File: src/rtl/resolution_text_sequencer.sv
// ============================================================================
// resolution_text_sequencer : fetches resolution-label ROM rows and serialises
//                             them into a scaled on-screen pixel stream.
// Revision: 1.0
// ============================================================================
`default_nettype none

package resolution_text_pkg;
    typedef logic [2:0] VideoMode;
endpackage

module resolution_text_sequencer
    import resolution_text_pkg::*;
#(
    parameter int LINE_BITS  = 136,
    parameter int ROWS       = 16,
    parameter int SCALE_LOG2 = 1,
    parameter int X_POS      = 16,
    parameter int Y_POS      = 16
) (
    input  logic                    clock,
    input  logic                    reset_n,
    input  logic                    frame_start,
    input  logic                    line_start,
    input  logic [11:0]             x,
    input  logic [11:0]             y,
    input  logic                    de,
    input  VideoMode                videoMode_in,
    output VideoMode                rom_videoMode,
    output logic [$clog2(ROWS)-1:0] rom_addr,
    input  logic [LINE_BITS-1:0]    rom_q,
    output logic                    pixel_on,
    output logic                    busy,
    output logic                    miss
);

    localparam int c_ROW_W = $clog2(ROWS);
    localparam int c_PIX_W = $clog2(LINE_BITS);
    localparam int c_REP_W = (SCALE_LOG2 > 0) ? SCALE_LOG2 : 1;

    localparam logic [12:0]        c_Y_LO     = 13'(Y_POS);
    localparam logic [12:0]        c_Y_HI     = 13'(Y_POS + (ROWS << SCALE_LOG2));
    localparam logic [11:0]        c_X_POS    = 12'(X_POS);
    localparam logic [c_PIX_W-1:0] c_PIX_LAST = c_PIX_W'(LINE_BITS - 1);
    localparam logic [c_REP_W-1:0] c_REP_MAX  = c_REP_W'((1 << SCALE_LOG2) - 1);

    typedef enum logic [2:0] {
        S_IDLE    = 3'd0,
        S_FETCH   = 3'd1,
        S_CAPTURE = 3'd2,
        S_READY   = 3'd3,
        S_SHIFT   = 3'd4
    } state_t;

    state_t                 r_state;
    logic [LINE_BITS-1:0]   r_shift;
    logic [c_PIX_W-1:0]     r_pix_cnt;
    logic [c_REP_W-1:0]     r_rep_cnt;
    logic                   r_missed;

    logic [12:0]            w_y_ext;
    logic [12:0]            w_dy;
    logic                   w_in_rows;
    logic [c_ROW_W-1:0]     w_row;
    logic                   w_at_start;
    logic                   w_emit;
    logic                   w_rep_wrap;
    logic                   w_last;

    always_comb begin
        w_y_ext    = {1'b0, y};
        w_dy       = w_y_ext - c_Y_LO;
        w_in_rows  = (w_y_ext >= c_Y_LO) && (w_y_ext < c_Y_HI);
        w_row      = c_ROW_W'(w_dy >> SCALE_LOG2);
        w_at_start = de && (x == c_X_POS);
        w_emit     = de && ((r_state == S_SHIFT) ||
                            ((r_state == S_READY) && (x == c_X_POS)));
        w_rep_wrap = (r_rep_cnt == c_REP_MAX);
        w_last     = w_rep_wrap && (r_pix_cnt == c_PIX_LAST);
    end

    always_ff @(posedge clock) begin
        if (!reset_n) begin
            r_state       <= S_IDLE;
            r_shift       <= '0;
            r_pix_cnt     <= '0;
            r_rep_cnt     <= '0;
            r_missed      <= 1'b0;
            rom_addr      <= '0;
            rom_videoMode <= '0;
            pixel_on      <= 1'b0;
            busy          <= 1'b0;
            miss          <= 1'b0;
        end else begin
            pixel_on <= 1'b0;
            miss     <= 1'b0;

            if (frame_start) begin
                rom_videoMode <= videoMode_in;
            end

            // A new line always wins over whatever the previous line was doing
            if (line_start) begin
                r_missed <= 1'b0;
                if (w_in_rows) begin
                    rom_addr <= w_row;
                    r_state  <= S_FETCH;
                    busy     <= 1'b1;
                end else begin
                    r_state  <= S_IDLE;
                    busy     <= 1'b0;
                end
            end else begin
                case (r_state)
                    S_FETCH: begin
                        if (w_at_start) begin
                            miss     <= 1'b1;
                            r_missed <= 1'b1;
                        end
                        r_state <= S_CAPTURE;
                    end
                    S_CAPTURE: begin
                        r_shift   <= rom_q;
                        r_pix_cnt <= '0;
                        r_rep_cnt <= '0;
                        if (r_missed || w_at_start) begin
                            miss    <= w_at_start && !r_missed;
                            r_state <= S_IDLE;
                            busy    <= 1'b0;
                        end else begin
                            r_state <= S_READY;
                        end
                    end
                    S_READY, S_SHIFT: begin
                        if (w_emit) begin
                            pixel_on <= r_shift[LINE_BITS-1];
                            r_state  <= S_SHIFT;
                            if (w_rep_wrap) begin
                                r_rep_cnt <= '0;
                                r_shift   <= r_shift << 1;
                                r_pix_cnt <= r_pix_cnt + 1'b1;
                                if (w_last) begin
                                    r_state <= S_IDLE;
                                    busy    <= 1'b0;
                                end
                            end else begin
                                r_rep_cnt <= r_rep_cnt + 1'b1;
                            end
                        end
                    end
                    default: begin
                        r_state <= S_IDLE;
                        busy    <= 1'b0;
                    end
                endcase
            end
        end
    end

endmodule

`default_nettype wire

File: config.mk
export PLATFORM = sky130hd
export DESIGN_NAME = resolution_text_sequencer
export DESIGN_NICKNAME = d
export VERILOG_FILES = /design/src/rtl/resolution_text_sequencer.sv
export SDC_FILE = /design/constraint.sdc
export NUM_CORES = 1
export LEC_CHECK = 0
export BUFFER_PORTS_ARGS = -buffer_cell sky130_fd_sc_hd__buf_4
export CORE_ASPECT_RATIO = 1.4
export CORE_UTILIZATION = 53
export DETAILED_ROUTE_END_ITERATION = 8
export MAX_ROUTING_LAYER = met4
export PLACE_DENSITY = 0.87
export SLEW_MARGIN = 20
export SYNTH_ARGS = -nofsm -noshare
export SYNTH_HDL_FRONTEND = slang
export SYNTH_SLANG_ARGS = --single-unit
File: constraint.sdc
create_clock -name clock -period 2.7 [get_ports clock]
set_input_delay 0.135 -clock clock [delete_from_list [all_inputs] [get_ports clock]]
set_output_delay 0.135 -clock clock [all_outputs]
set_load 0.03 [all_outputs]
==> metrics.txt <==
Final Hold Vio Count 0; crit end category flip-flop; Synth cell types 37; Max Slew Vio Count 0; die width ~100 um; number of global-route vias before repair about 5800; drt drc 0; initial antenna violation count 0; share of post-route cells with drive strength above 1 0.267; setup TNS 0 ns; global-route wire length before repair between 20000 and 30000 um; Tot GR Track Use 0.241; Post-synth top cells 159 x dfxtp_1, 150 x nor2_1, 141 x mux2i_1; I/O pins 178; Syn Area/Cell roughly 9.5 um2; hold_buf cts 10; CTS tree built; worst hold stages 4; P&R area growth vs syn 32.3%; Worst EP arrival around 2.7 ns; largest net degree at the start of global routing 86; Layout Nets 1073; # rows a little under 50; clk sinks between 150 and 200; ys async rst share 0; register area share after synthesis 0.451; R2R depth 7; First DRT Iteration DRCs 209; FF-to-FF Start r_state[2]$_SDFFE_PN0P_; Via density between 5 and 6; post-CTS setup buffer count 0; H-tree lvl count 4; Placed Area about 8700 um2; Synth top area share 0.451; Max Freq ~0.42 GHz; number of flops mapped to enable cells by yosys 0; worst reg2reg setup slack roughly 0.35 ns; final setup fails 0; root buffer cell clkbuf_16; run status finished, final reports clean; Pwr Density ~530 nW/um2; Syn Inst Count between 700 and 800; Initial Util 0.546; syn nets slightly above 900; clk_lat worst skew between 0.4 and 0.5 ns; Slew HR 0.620; cell area after synthesis around 7100 um2; Synth Register Bits ~160; CTS max path bufs 2; HP Class in2reg; WS Path Type reg2reg; reg-to-reg endpoint r_shift[106]$_SDFFE_PN0P_; worst hold start y[4]; Max-cap violations 0; TritonCTS buffer count 17; GR Overflow Total 0; crit start category flip-flop; die height around 140 um; HPWL after DPL 10600 um; Resize count post-CTS 0; Worst Path Max Fanout 29; CTS clock-pin slew for the worst setup and hold paths 0.06 ns; final instance area 9350 um2; minimum clock period about 2.4 ns; Die Area about 14000 um2; core box area approximately 13000 um2; WL final ~16000 um; fin crit share 0.872; diodes inserted 0; pin slew with the least headroom to its limit around 0.55 ns; DR vias 5882; Warnings, synthesis 0; Hold EP rom_addr[3]$_SDFFE_PN0P_; Leak approximately 3.2 nW; PortBufs ~180; Detailed Routing Iterations Pass 1 4; RSZ-0062 raised after global routing false; top post-synthesis cells by area dfxtp_1 45%, mux2i_1 20%, a211oi_1 13%, nor2_1 8.0%, buf_2 1.9%; top-count cell post-synth dfxtp_1; gpl congestion 0.793; CP required around 3.0 ns; Peak VDD IR 0.367 mV; Antenna Nets Post-Route 0; Pwr Total a little under 5 mW; ys flop type dfxtp_1; area leader, netlist dfxtp_1; Routed wire per std cell ~14 um; worst clock skew ~0.009 ns
[cells in the final DEF (no fill, tap or decap), types with 3 or more instances in the layout]
master / netlist / layout
a2111oi_0: 3 / 3
a211oi_1: 126 / 126
a211oi_2: 10 / 10
a21oi_1: 14 / 14
and3_1: 3 / 3
buf_12: 0 / 14
buf_4: 0 / 185
clkbuf_16: 0 / 17
clkinv_4: 0 / 3
clkinvlp_4: 0 / 4
dfxtp_1: 159 / 159
dlygate4sd3_1: 0 / 10
inv_1: 6 / 5
inv_6: 0 / 4
mux2i_1: 141 / 141
nand2_1: 10 / 9
nand2b_1: 6 / 6
nand3_1: 4 / 4
nand3b_1: 4 / 4
nand4_1: 3 / 3
nor2_1: 150 / 150
nor3_1: 3 / 3
nor4b_1: 3 / 3
o21ai_0: 8 / 8
or3_1: 5 / 5
[area by class of cell]
| class | instances | area, um2 |
|---|---|---|
| tap | 178 | 223 |
| inverter | 6 | 25.0 |
| timing repair buffer | 209 | 1770 |
| clock inverter | 14 | 131 |
| sequential | 159 | 3180 |
| multi-input combinational | 511 | 3590 |
| clock buffer | 18 | 429 |
| fill | 954 | 3590 |
[layer usage]
metal  vias up  routed length (um)  track usage
met5         -                   0            -
met4         0                 334       0.0898
met3        21                 579       0.0504
met2       141                8100        0.415
met1      2678                6660        0.273
li1       3042                   -            -
[cells by family after synthesis]
| group | synth area share |
|---|---|
| muxes | 0.200 |
| adders and majority gates | 0.00177 |
| DFF | 0.451 |
| xor gates and xnor gates | 0.00248 |
| AOI/OAI and AO/OA | 0.182 |
| buffers and inverters | 0.0425 |
| and+or+nand+nor | 0.121 |
[registers in the layout, summed over array words and instances, names as in the netlist]
name and flops:
busy 1, miss 1, pixel_on 1, r_missed 1, r_pix_cnt 8, r_rep_cnt 1, r_shift 136, r_state 3
rom_addr 4, rom_videoMode 3
[critical path, stage by stage (launching register included)]
cell      delay [ns]
dfxtp_1         0.46
or3b_1          0.39
o221a_1         0.32
a211oi_4        0.34
buf_12          0.24
buf_12          0.19
nor2_1          0.06
a211oi_1        0.24
[power breakdown]
group	internal (mW)	switching (mW)
Sequential	2.35	0.00197
Clock	1.28	0.980
Combinational	0.211	0.125
[worst max-delay path by stage]
stage / startpoint / cells past startpoint / end / slack [ns]
3_3_place_gp: r_state[2]$_SDFFE_PN0P_ / 7 / r_shift[78]$_SDFFE_PN0P_ / 0.43
2_1_floorplan: r_state[2]$_SDFFE_PN0P_ / 7 / r_shift[109]$_SDFFE_PN0P_ / 0.49
3_5_place_dp: r_state[2]$_SDFFE_PN0P_ / 7 / r_shift[106]$_SDFFE_PN0P_ / 0.36
5_1_grt: r_state[2]$_SDFFE_PN0P_ / 7 / r_shift[129]$_SDFFE_PN0P_ / 0.18
4_1_cts: r_state[2]$_SDFFE_PN0P_ / 7 / r_shift[106]$_SDFFE_PN0P_ / 0.34
6_report: r_state[2]$_SDFFE_PN0P_ / 7 / r_shift[106]$_SDFFE_PN0P_ / 0.35
[stage by stage]
stage / setup WS (ns) / std cells / util / hold WS (ns)
final: 0.347 / 1095 / 0.723 / 0.0348
after global routing: 0.185 / 1095 / 0.723 / 0.0515
after CTS: 0.335 / 1095 / 0.723 / 0.0193
after detailed placement: 0.360 / 1053 / 0.672 / 0.378
after global placement: 0.431 / 1053 / 0.672 / 0.372
after floorplan: 0.491 / 741 / - / 0.279
Power figures use the tool's default switching activity.
